## src/rtl/ctrl_pkg.sv

```systemverilog
// Shared definitions for the multicycle control unit: FSM states, RV32I
// opcode and funct3 constants, and the ALU operation codes that the
// datapath ALU also decodes.
package ctrl_pkg;

    typedef enum logic [2:0] {
        S_IF  = 3'd0,
        S_ID  = 3'd1,
        S_EX  = 3'd2,
        S_MEM = 3'd3,
        S_WB  = 3'd4
    } state_t;

    // Supported major opcodes
    localparam logic [6:0] OP_R      = 7'b0110011;
    localparam logic [6:0] OP_I      = 7'b0010011;
    localparam logic [6:0] OP_LOAD   = 7'b0000011;
    localparam logic [6:0] OP_STORE  = 7'b0100011;
    localparam logic [6:0] OP_BRANCH = 7'b1100011;

    // Branch funct3 codes
    localparam logic [2:0] F3_BEQ = 3'b000;
    localparam logic [2:0] F3_BNE = 3'b001;

    // Arithmetic funct3 codes (shared by R-type and I-type)
    localparam logic [2:0] F3_ADD = 3'b000;
    localparam logic [2:0] F3_SLL = 3'b001;
    localparam logic [2:0] F3_SLT = 3'b010;
    localparam logic [2:0] F3_XOR = 3'b100;
    localparam logic [2:0] F3_SR  = 3'b101;
    localparam logic [2:0] F3_OR  = 3'b110;
    localparam logic [2:0] F3_AND = 3'b111;

    // ALU operation codes
    localparam logic [3:0] ALU_AND = 4'b0000;
    localparam logic [3:0] ALU_OR  = 4'b0001;
    localparam logic [3:0] ALU_ADD = 4'b0010;
    localparam logic [3:0] ALU_SUB = 4'b0110;
    localparam logic [3:0] ALU_SLT = 4'b0111;
    localparam logic [3:0] ALU_SRL = 4'b1000;
    localparam logic [3:0] ALU_SLL = 4'b1001;
    localparam logic [3:0] ALU_SRA = 4'b1010;
    localparam logic [3:0] ALU_XOR = 4'b1101;

    // True for the opcodes that need a data-memory access
    function automatic logic is_mem_op(input logic [6:0] opcode);
        return (opcode == OP_LOAD) || (opcode == OP_STORE);
    endfunction

endpackage

```

## src/rtl/alu_decoder.sv

```systemverilog
// Combinational instruction decoder: maps opcode/funct3/funct7[5] to the
// ALU operation, the immediate-operand select and a legality flag.
// Illegal encodings yield ALU_AND with no immediate so the control unit
// drives all-zero ALU controls for them.
module alu_decoder
    import ctrl_pkg::*;
(
    input  logic [6:0] opcode,
    input  logic [2:0] funct3,
    input  logic       funct7_5,
    output logic [3:0] alu_ctrl,
    output logic       alu_src,
    output logic       legal
);

    logic [3:0] arith_code;
    logic       arith_ok;

    // Arithmetic op from funct3; funct7[5] only matters for SUB (R-type) and SRA/SRAI
    always_comb begin
        arith_code = ALU_AND;
        arith_ok   = 1'b1;
        case (funct3)
            F3_ADD:  arith_code = (opcode == OP_R && funct7_5) ? ALU_SUB : ALU_ADD;
            F3_SLL:  arith_code = ALU_SLL;
            F3_SLT:  arith_code = ALU_SLT;
            F3_XOR:  arith_code = ALU_XOR;
            F3_SR:   arith_code = funct7_5 ? ALU_SRA : ALU_SRL;
            F3_OR:   arith_code = ALU_OR;
            F3_AND:  arith_code = ALU_AND;
            default: arith_ok   = 1'b0;
        endcase
    end

    // Opcode class selects between arithmetic decode, address add and compare subtract
    always_comb begin
        alu_ctrl = ALU_AND;
        alu_src  = 1'b0;
        legal    = 1'b0;
        case (opcode)
            OP_R: begin
                legal    = arith_ok;
                alu_ctrl = arith_ok ? arith_code : ALU_AND;
            end
            OP_I: begin
                legal    = arith_ok;
                alu_ctrl = arith_ok ? arith_code : ALU_AND;
                alu_src  = arith_ok;
            end
            OP_LOAD, OP_STORE: begin
                legal    = 1'b1;
                alu_ctrl = ALU_ADD;
                alu_src  = 1'b1;
            end
            OP_BRANCH: begin
                if (funct3 == F3_BEQ || funct3 == F3_BNE) begin
                    legal    = 1'b1;
                    alu_ctrl = ALU_SUB;
                end
            end
            default: begin
                legal = 1'b0;
            end
        endcase
    end

endmodule

```

## src/rtl/multicycle_ctrl.sv

```systemverilog
// Multicycle control unit: steps each instruction through IF/ID/EX/MEM/WB,
// waits on the data-memory handshake with a timeout, and counts retired
// instructions. All outputs are registered, computed from the next state.
module multicycle_ctrl
    import ctrl_pkg::*;
#(
    parameter int MEM_TIMEOUT = 16
)
(
    input  logic        clk,
    input  logic        rst,
    input  logic [31:0] instr,
    input  logic        Zero,
    input  logic        mem_ready,
    output logic        PCSrc,
    output logic        ALUSrc,
    output logic        RegWrite,
    output logic        MemToReg,
    output logic [3:0]  ALUCtrl,
    output logic        loadPC,
    output logic        MemRead,
    output logic        MemWrite,
    output logic        illegal_instr,
    output logic        bus_error,
    output logic [31:0] retired
);

    localparam int CNT_W = $clog2(MEM_TIMEOUT + 1);
    localparam logic [CNT_W-1:0] CNT_LIMIT = CNT_W'(MEM_TIMEOUT);

    logic [6:0] opcode;
    logic [2:0] funct3;
    logic       is_load, is_store, is_branch, writes_rd, is_mem;
    logic [3:0] dec_alu_ctrl;
    logic       dec_alu_src, dec_legal;
    logic       unused_instr_bits;

    state_t            state_q, state_d;
    logic              zero_q, zero_d;
    logic [CNT_W-1:0]  cnt_q, cnt_d;
    logic [31:0]       retired_q, retired_d;
    logic              mem_err;

    logic       pc_src_q, pc_src_d;
    logic       alu_src_q, alu_src_d;
    logic       reg_write_q, reg_write_d;
    logic       mem_to_reg_q, mem_to_reg_d;
    logic [3:0] alu_ctrl_q, alu_ctrl_d;
    logic       load_pc_q, load_pc_d;
    logic       mem_read_q, mem_read_d;
    logic       mem_write_q, mem_write_d;
    logic       illegal_q, illegal_d;
    logic       bus_error_q, bus_error_d;

    assign opcode            = instr[6:0];
    assign funct3            = instr[14:12];
    assign is_load           = (opcode == OP_LOAD);
    assign is_store          = (opcode == OP_STORE);
    assign is_branch         = (opcode == OP_BRANCH);
    assign is_mem            = is_mem_op(opcode);
    assign writes_rd         = (opcode == OP_R) || (opcode == OP_I) || is_load;
    assign unused_instr_bits = ^{instr[31], instr[29:15], instr[11:7]};

    alu_decoder u_alu_decoder (
        .opcode   (opcode),
        .funct3   (funct3),
        .funct7_5 (instr[30]),
        .alu_ctrl (dec_alu_ctrl),
        .alu_src  (dec_alu_src),
        .legal    (dec_legal)
    );

    // Next-state logic: sequencing, Zero capture, MEM timeout and retire count
    always_comb begin
        state_d   = state_q;
        zero_d    = zero_q;
        cnt_d     = cnt_q;
        retired_d = retired_q;
        mem_err   = 1'b0;
        case (state_q)
            S_IF: state_d = S_ID;
            S_ID: state_d = dec_legal ? S_EX : S_WB;
            S_EX: begin
                zero_d  = Zero;
                cnt_d   = '0;
                state_d = is_mem ? S_MEM : S_WB;
            end
            S_MEM: begin
                if (mem_ready) begin
                    state_d = S_WB;
                end else if (cnt_q == CNT_LIMIT) begin
                    state_d = S_WB;
                    mem_err = 1'b1;
                end else begin
                    cnt_d = cnt_q + CNT_W'(1);
                end
            end
            S_WB: begin
                state_d   = S_IF;
                retired_d = retired_q + 32'd1;
            end
            default: state_d = S_IF;
        endcase
    end

    // Output values for the state being entered, so registered outputs line up with it
    always_comb begin
        pc_src_d     = 1'b0;
        alu_src_d    = 1'b0;
        reg_write_d  = 1'b0;
        mem_to_reg_d = 1'b0;
        alu_ctrl_d   = ALU_AND;
        load_pc_d    = 1'b0;
        mem_read_d   = 1'b0;
        mem_write_d  = 1'b0;
        illegal_d    = 1'b0;
        bus_error_d  = 1'b0;
        if (state_d == S_EX || state_d == S_MEM || state_d == S_WB) begin
            alu_ctrl_d = dec_alu_ctrl;
            alu_src_d  = dec_alu_src;
        end
        if (state_d == S_MEM) begin
            mem_read_d  = is_load;
            mem_write_d = is_store;
        end
        if (state_d == S_WB) begin
            load_pc_d    = 1'b1;
            reg_write_d  = writes_rd && dec_legal && !mem_err;
            mem_to_reg_d = is_load;
            illegal_d    = (state_q == S_ID) && !dec_legal;
            bus_error_d  = mem_err;
            if (is_branch && dec_legal) begin
                pc_src_d = (funct3 == F3_BEQ) ? zero_d : !zero_d;
            end
        end
    end

    // FSM and registered outputs; reset aborts any instruction in flight
    always_ff @(posedge clk or negedge rst) begin
        if (!rst) begin
            state_q      <= S_IF;
            zero_q       <= 1'b0;
            cnt_q        <= '0;
            retired_q    <= '0;
            pc_src_q     <= 1'b0;
            alu_src_q    <= 1'b0;
            reg_write_q  <= 1'b0;
            mem_to_reg_q <= 1'b0;
            alu_ctrl_q   <= ALU_AND;
            load_pc_q    <= 1'b0;
            mem_read_q   <= 1'b0;
            mem_write_q  <= 1'b0;
            illegal_q    <= 1'b0;
            bus_error_q  <= 1'b0;
        end else begin
            state_q      <= state_d;
            zero_q       <= zero_d;
            cnt_q        <= cnt_d;
            retired_q    <= retired_d;
            pc_src_q     <= pc_src_d;
            alu_src_q    <= alu_src_d;
            reg_write_q  <= reg_write_d;
            mem_to_reg_q <= mem_to_reg_d;
            alu_ctrl_q   <= alu_ctrl_d;
            load_pc_q    <= load_pc_d;
            mem_read_q   <= mem_read_d;
            mem_write_q  <= mem_write_d;
            illegal_q    <= illegal_d;
            bus_error_q  <= bus_error_d;
        end
    end

    assign PCSrc         = pc_src_q;
    assign ALUSrc        = alu_src_q;
    assign RegWrite      = reg_write_q;
    assign MemToReg      = mem_to_reg_q;
    assign ALUCtrl       = alu_ctrl_q;
    assign loadPC        = load_pc_q;
    assign MemRead       = mem_read_q;
    assign MemWrite      = mem_write_q;
    assign illegal_instr = illegal_q;
    assign bus_error     = bus_error_q;
    assign retired       = retired_q;

endmodule

```

## config.mk

```make
export PLATFORM = sky130hd
export DESIGN_NAME = multicycle_ctrl
export DESIGN_NICKNAME = d
export VERILOG_FILES = /design/src/rtl/ctrl_pkg.sv /design/src/rtl/alu_decoder.sv /design/src/rtl/multicycle_ctrl.sv
export SDC_FILE = /design/constraint.sdc
export NUM_CORES = 1
export LEC_CHECK = 0
export BUFFER_PORTS_ARGS = -buffer_cell sky130_fd_sc_hd__buf_2
export CORE_MARGIN = 3
export CORE_UTILIZATION = 51
export DETAILED_ROUTE_END_ITERATION = 7
export GPL_ROUTABILITY_DRIVEN = 0
export PLACE_DENSITY_LB_ADDON = 0.12
export SLEW_MARGIN = 25
export SYNTH_ARGS = -nofsm -noshare
export SYNTH_HDL_FRONTEND = slang
export SYNTH_SLANG_ARGS = --single-unit
```

## constraint.sdc

```tcl
create_clock -name clk -period 1.9 [get_ports clk]
set_input_delay 0.285 -clock clk [delete_from_list [all_inputs] [get_ports clk]]
set_output_delay 0.285 -clock clk [all_outputs]
set_load 0.1 [all_outputs]
```

==> results by stage, run 1 <==
Worst setup path:
- Of all nets on the critical path, the largest fanout is 13.
- The cell family contributing the most delay on the critical path is simple AND/OR/NAND/NOR gates.
- The cell seen most often among critical-path stages is sky130_fd_sc_hd__buf_4.
- The end of the worst register-to-register path is retired[30]$_DFFE_PN0N_.
- Walking the worst path, the cells encountered are buf_4 > nor3b_2 > buf_4 > nand3_1 > nor4_1 > xor2_1.
- The critical path is of the flip-flop to flip-flop type.
- On the critical path, the stage with the largest delay is an instance of sky130_fd_sc_hd__dfrtp_1.
- On the worst path, the slowest cell contributes a delay of 390 ps.
- The worst-case reg-to-reg path depth is 6.
- STA classifies the critical path startpoint as a flip-flop.
- STA puts the critical path data required time at 2120 ps.
- STA classifies the critical path endpoint as a flip-flop.
- The startpoint identified for the worst register-to-register timing path is state_q[0]$_DFF_PN0_.
- The register-to-register setup slack is 150 ps.
- The arrival time at the worst endpoint is 1960 ps.
- The critical path contains buffers and inverters numbering 2 combined.

STA:
- After layout, the minimum clock period comes to 1747 ps.
- The max-slew violation count is 0.
- The pin slew with the least headroom to its limit is 542.2 ps.
- Based on the critical path, the design can be clocked at up to 0.5724 GHz.
- Clock skew on the completed layout was measured at 3.842 ps.
- In this run the tightest slew margin relative to its limit is 63.85%.
- The final count of hold timing violations came to 0.
- Setup repair after global routing left no endpoint under its margin.
- The setup slack of the critical path after layout is 152.9 ps.
- Setup violations remaining at the end of the flow were counted as 0.
- Dividing the final minimum period by the clock period gives 91.95%.

Placement:
- Timing analysis after detailed placement gives a worst setup slack of 91.77 ps.
- The count of buffers inserted at the top-level ports is 59.
- The post-DP HPWL is 3870 µm.

Clock network:
- The maximum number of buffers from clock root to sink is 2.
- The clock slew at the register clock pins of the worst setup and hold paths is 80 ps.
- TritonCTS built the clock tree.
- The H-tree was split into 2 levels.
- Clock tree synthesis inserted a total of 5 buffers.
- The later pin in the worst-skew pair is clocked with a latency of 290 ps.
- The clock root buffer master is sky130_fd_sc_hd__clkbuf_8.
- Counting every sink on the clock net gives 54.

Yosys:
- The post-synthesis cell type count is 50.
- The share of synthesized area in the top cell type comes to 51.23%.
- The dominant synthesized flop cell is sky130_fd_sc_hd__dfrtp_1.
- The synthesis warning total is 0.
- The commonest cells after synthesis are sky130_fd_sc_hd__dfrtp_1, sky130_fd_sc_hd__nand2_1, sky130_fd_sc_hd__xor2_1, sky130_fd_sc_hd__xnor2_1, sky130_fd_sc_hd__nor2_1.
- After synthesis the netlist holds a flip-flop and latch count of 54.
- The share of the yosys chip area belonging to registers is 51.23%.
- The synthesized design contains 0 enable-type register cells.
- Summing every instance area after synthesis gives 0.002638 mm².
- For this run, asynchronously set or reset flops after synthesis account for 100.0%.
- By area the synthesized netlist is led by sky130_fd_sc_hd__dfrtp_1, sky130_fd_sc_hd__xor2_1, sky130_fd_sc_hd__xnor2_1.
- The cell count after synthesis came out at 244.
- The number of nets handed over by synthesis was 283.
- A synthesized cell averages 10.81 µm².
- By instance count, the leading cell after synthesis is sky130_fd_sc_hd__dfrtp_1.
- The largest area contributor in the netlist is sky130_fd_sc_hd__dfrtp_1.

Route:
- The top routing layer in use is met4.
- Summed over all nets, wire length on met2 after detailed routing comes to 2660 µm.
- The length of the first detailed-routing pass in iterations is 4.
- The routed wirelength normalized by instance count is 14.03 µm.
- The routed design has 5345 µm of wire.
- In this run, the number of DRC markers left after iteration 0 of detailed routing was 108.
- The remaining design rule violation count is 0.
- The count of nets left with antenna violations once routing finished came out at 0.
- For this block, wires on met1 add up to 2343 µm.
- After detailed routing, the met3 layer carries 291 µm of wire.
- Using the TritonRoute via totals, the vias-per-cell ratio works out to 5.328.
- For this block, the via count after detailed routing is 2,030.

Global routing:
- The final global-route overflow total is 0.
- The number of global-route vias before repair was 1,924.
- The first-pass GRT wire length is 9045 µm.
- Global routing used 18.41% of the available tracks.
- The initial antenna violation count is 0.
- Entering global routing, the biggest net connects 32 pins.

Die:
- The area of the core is 0.004848 mm².
- In this run the horizontal extent of the chip is 77.92 µm.
- The die covers 0.006071 mm².
- The die extent in y is 77.92 µm.
- After floorplanning, the core was divided into 25 placement rows.
- The starting utilization of the core area is 54.40%.
- The number of primary I/O pins is 81.

Hold path:
- The worst hold endpoint is MemRead$_DFF_PN0_.
- The worst hold path begins at instr[5].
- The worst hold path passes through 2 cells.
- The classification of the worst-slack hold path is primary input to flip-flop.

Power:
- For this design the total switching power over the nets is 1.309 mW.
- For this design the ratio of total power to cell area is 970.5 mW/mm².
- The fraction of power spent switching nets is 41.56%.
- Across the VDD grid, the largest voltage drop is 0.6160 mV.
- The analysis attributes to cell leakage a power of 1.543 nW.
- Combinational logic is responsible for 36.6% of the overall power.
- The internal cell power is 1.841 mW.
- The share of total power dissipated in the clock network is 18.7%.
- The share of total power dissipated in sequential elements is 44.7%.
- The post-route total power is 3.150 mW.

Status:
- The flow ran to the end, and the final reports show no timing, DRC or antenna violations.

Flow run:
- Max-cap violations in this run came to 0.

Cells and area:
- At the end of the flow, the number of nets in the layout was 352.
- The antenna diode count is 0.
- Relative to the synthesized area, the layout overhead comes to 23.05%.
- In the final layout, the share of cells above drive strength 1 is 38.22%.
## power by group through the flow
stage	combinational [mW]	sequential, mW	clock (mW)
2_1_floorplan	0.370	1.95	0
3_3_place_gp	1.13	1.42	0
3_5_place_dp	1.15	1.43	0
4_1_cts	1.15	1.41	0.614
5_1_grt	1.23	1.44	0.665
6_report	1.15	1.41	0.589
## cell usage in the layout, fill, tap and decap left out, types with 7 or more instances in the layout
| master | instances |
|---|---|
| sky130_fd_sc_hd__nand4_1 | 11 |
| sky130_fd_sc_hd__dfrtp_2 | 19 |
| sky130_fd_sc_hd__buf_4 | 10 |
| sky130_fd_sc_hd__xnor2_1 | 15 |
| sky130_fd_sc_hd__inv_1 | 7 |
| sky130_fd_sc_hd__nor2_1 | 14 |
| sky130_fd_sc_hd__buf_2 | 59 |
| sky130_fd_sc_hd__dfrtp_4 | 8 |
| sky130_fd_sc_hd__dfrtp_1 | 27 |
| sky130_fd_sc_hd__nand3_1 | 12 |
| sky130_fd_sc_hd__xor2_1 | 18 |
| sky130_fd_sc_hd__nand2_1 | 18 |
## state kept, by name (all words and copies together) (netlist names), 3 cells and up
signal / count
retired: 32
cnt_q: 5
ALUCtrl: 4
state_q: 3
## repair_timing
action | CTS | global route
setup buffers | 0 | 1
endpoints found under the setup margin | 0 | 7
hold buffers | 1 | 0
resized for setup | 0 | 6
hold endpoints to repair | 23 | 0
## how the worst max path moves through the flow
stage	startpoint	end	slack [ps]	depth (start not counted)
2_1_floorplan	retired[13]$_DFFE_PN0N_	retired[26]$_DFFE_PN0N_	-10	5
3_3_place_gp	instr[13]	RegWrite$_DFF_PN0_	150	5
3_5_place_dp	state_q[0]$_DFF_PN0_	retired[16]$_DFFE_PN0N_	90	6
4_1_cts	state_q[0]$_DFF_PN0_	retired[16]$_DFFE_PN0N_	60	6
5_1_grt	state_q[0]$_DFF_PN0_	retired[26]$_DFFE_PN0N_	20	6
6_report	state_q[0]$_DFF_PN0_	retired[30]$_DFFE_PN0N_	150	6
## layout make-up
| cell class | count | area, µm² |
|---|---|---|
| multi-input combinational | 174 | 1250 |
| tap | 67 | 83.83 |
| inverter | 7 | 26.28 |
| clock buffer | 8 | 80.08 |
| timing repair buffer | 71 | 400.4 |
| sequential | 54 | 1405 |
| fill | 392 | 1603 |
## metrics by stage
step	setup TNS [ps]	std cells	util [%]	cell area [µm²]	hold slack, ps
final	0	381	66.94	3246	221.1
after floorplan	-11.83	244	-	2691	-10.59
after CTS	0	380	66.04	3202	215.1
after global routing	0	381	66.94	3246	230.0
after global placement	0	371	64.18	3112	297.7
after detailed placement	0	371	64.18	3112	295.5
## logic make-up after synthesis
kind of cell | count (synthesis) | synth area share [%]
compound gates | 20 | 5.361
xor+xnor | 33 | 10.96
fa+ha+maj | 3 | 1.423
buf+inv | 16 | 2.751
flops | 54 | 51.23
mux | 3 | 1.233
simple gates | 115 | 27.04
## metal layers
| layer | GRT usage (%) | up-vias |
|---|---|---|
| met1 | 24.26 | 955 |
| met2 | 30.91 | 59 |
| met5 | 0 | - |
| met4 | 5.594 | 0 |
| li1 | - | 1012 |
| met3 | 3.364 | 4 |
Power figures use the tool's default switching activity.
==> run 2: changes to the inputs <==
CORE_UTILIZATION = 50   (was 51)
PLACE_DENSITY_LB_ADDON = 0.08   (was 0.12)
==> run 2 against run 1 <==
  * Power grew 4.4%
  * Worst setup slack lost 45 ps
  * Critical path depth shrank 2
  * Non-clock buffer count grew 1
  * Sequential share of layout area is essentially flat
  * Sequential power is essentially flat
  * Register-to-register slack lost 50 ps
  * Largest cell class unchanged
  * Clock-buffer cell count shrank 1
  * Flip-flop and latch count is the same
  * Clock skew grew 3.0 ps
  * Via count grew 2.1%
  * Worst hold slack gained 2.2 ps
==> results by stage, run 2 (synthesis results as in run 1) <==
Status:
- The run finished with clean final reports.

Cells and area:
- The area added between synthesis and finish is 23.15% (about the same).
- The area used by multi-input combinational logic is 0.001219 mm² (-2.5%).
- The number of flip-flops in the largest register is 32 (unchanged).
- The library cells used most frequently in the layout, excluding fill and tap cells, are sky130_fd_sc_hd__buf_2, sky130_fd_sc_hd__dfrtp_1, sky130_fd_sc_hd__dfrtp_2.
- The number of fillers in the final layout is 397 (+1.3%).
- The final core utilization was 66.14% (-0.80 points).
- The most common cell after layout, fill and taps aside is sky130_fd_sc_hd__buf_2.
- The non-filler instance count after layout is 382 (+0.26%).
- The antenna diode count came to 0 (unchanged).
- The total number of nets in the final design is 353 (+0.28%).
- The register cell area after layout was 0.001405 mm² (unchanged).
- The ratio of cells with drive above 1 in the final layout is 37.46% (-0.76 points).
- The cell area after layout is 0.003248 mm² (about the same).

Route:
- The length of the first detailed-routing pass in iterations came to 4 (unchanged).
- The detailed-route wire length came to 5278 µm (-1.3%).
- The detailed router's first-iteration violation count is 131 (+21%).
- The residual antenna-violating net count after detailed routing came to 0 (unchanged).
- The overall via count from detail_route is 2,072 (+2.1%).
- The detail-routed via count per cell is 5.424 (+1.8%).
- The remaining design rule violation count came to 0 (unchanged).
- The routed wirelength normalized by instance count came to 13.82 µm (-1.5%).

Worst setup path:
- The arrival time at the worst endpoint is 2020 ps (+60 ps).
- The signal on the critical path passes through or3b_4 > or2_1 > nor4_2 > xor2_1.
- The cell family contributing the most delay on the critical path is simple AND/OR/NAND/NOR gates.
- The critical path is of the flip-flop to flip-flop type.
- The biggest fanout along the worst timing path came to 6 (-7).
- The number of buffer and inverter stages on the critical path is 0 (-2).
- The worst setup path is captured at a flip-flop.
- The worst setup path is launched from a flip-flop.
- The count of cell instances traversed by the critical path was 4 (-2).
- The largest stage delay on the critical path was 430 ps (+40 ps).
- The data required time of the critical path is 2130 ps (about the same).
- The worst-case reg-to-reg path depth is 4 (-2).
- The master of the slowest instance on the critical path is sky130_fd_sc_hd__or3b_4.

STA:
- The max-slew violation count is 0 (unchanged).
- The clock period minus worst slack is 1792 ps (+45.08 ps).
- Setup repair after global routing could not meet its margin everywhere.
- The pin slew with the least headroom to its limit is 601.1 ps (+58.86 ps).
- The setup TNS after final layout is 0 ps (unchanged).
- The worst clock skew came to 6.846 ps (+3.004 ps).
- The worst max-slew margin expressed relative to the limit is 59.93% (-3.9 points).
- The achievable clock frequency is 0.5580 GHz (-2.5%).
- The period utilization was 94.33% (+2.4 points).
- The total of endpoints with negative setup slack in the final report was 0 (unchanged).
- The final count of hold timing violations is 0 (unchanged).

Clock network:
- The clock latency reported for the late side of the worst-skew pair is 300 ps (about the same).
- The number of clock sinks seen by CTS is 54 (unchanged).
- The number of CTS-inserted buffers is 5 (unchanged).
- The tree is rooted in a sky130_fd_sc_hd__clkbuf_8.
- The clock slew at the register clock pins of the worst setup and hold paths was 90 ps (about the same).
- The deepest level of the CTS H-tree came to 2 (unchanged).
- The maximum number of buffers from clock root to sink is 2 (unchanged).
- TritonCTS built the clock tree.

Placement:
- The count of buffers inserted at the top-level ports is 59 (unchanged).
- The post-DP HPWL is 3835 µm (-0.90%).
- The post-placement cell area came to 0.003119 mm² (+0.24%).
- The cell count after placement is 372 (+0.27%).

Global routing:
- The pin count of the biggest net entering global routing was 30 (-6.3%).
- The initial antenna violation count is 0 (unchanged).
- The first-pass GRT wire length is 8976 µm (-0.76%).
- The global-route usage over all layers came to 18.31% (-0.10 points).
- The final global-route overflow total was 0 (unchanged).
- The number of global-route vias before repair is 1,960 (+1.9%).

Flow run:
- The max capacitance violation total is 0 (unchanged).

Die:
- The die extent in y came to 78.63 µm (+0.92%).
- The number of primary I/O pins is 81 (unchanged).
- The die area came to 0.006183 mm² (+1.8%).
- The number of placement rows was 25 (unchanged).
- The area of the core is 0.004911 mm² (+1.3%).
- The starting utilization of the core area came to 53.71% (-0.69 points).
- The x dimension of the die is 78.63 µm (+0.92%).

Power:
- The worst vdd rail ir drop is 0.6145 mV (-0.24%).
- The post-route total power was 3.289 mW (+4.4%).
- The leakage dissipation is 1.541 nW (-0.10%).
- The total power density per cell area came to 1013 mW/mm² (+4.3%).

Hold path:
- The number of cells on the worst hold path is 2 (unchanged).
- The min-delay analysis places its worst path in the category primary input to flip-flop.
[run 2: final timing paths]
| check | from | endpoint | slack (ps) |
|---|---|---|---|
| max reg2reg | state_q[0]$_DFF_PN0_ | retired[29]$_DFFE_PN0N_ | 110 |
| max | state_q[0]$_DFF_PN0_ | retired[29]$_DFFE_PN0N_ | 110 |
| min reg2reg | retired[31]$_DFFE_PN0N_ | retired[31]$_DFFE_PN0N_ | 470 |
| min in group asynchronous | rst | retired[3]$_DFFE_PN0N_ | 520 |
| min | instr[5] | MemRead$_DFF_PN0_ | 220 |
| max in group asynchronous | rst | retired[0]$_DFFE_PN0N_ | 810 |
[run 2: report_power, final]
part	total (mW)	leakage (nW)	internal, mW	switching, mW
Sequential	1.40	0.684	1.29	0.114
Clock	0.746	0.0524	0.395	0.351
Combinational	1.14	0.805	0.288	0.851
Total	3.29	1.54	1.97	1.32
[run 2: area by class of cell]
type	instances	share of cell area, %
inverters	7	0.8089
multi-input cells	174	37.52
repair buffers	72	12.56
clock buffers	7	2.350
flip-flops and latches	54	43.26
well taps	67	2.581
clock inverters	1	0.9245
[run 2: what timing repair did]
action,in CTS,in global routing
gates resized for setup,0,1
setup endpoints to repair,0,6
endpoints found under the hold margin,4,0
hold buffers,1,0
setup buffers,0,1
[run 2: per-stage QoR]
step,hold slack [ps],setup WS [ps]
finish,223.3,107.8
global route,222.2,-24.38
CTS,215.5,86.06
detailed placement,324.1,132.4
global placement,321.0,160.5
floorplan,-10.59,-11.83
[run 2: layer usage]
layer / GRT usage, % / wire length, µm / share of wire (%)
met1: 23.08 / 2431 / 46
met2: 30.81 / 2492 / 47
met3: 3.440 / 234 / 4.4
met4: 7.517 / 119 / 2.3
met5: 0 / 0 / 0
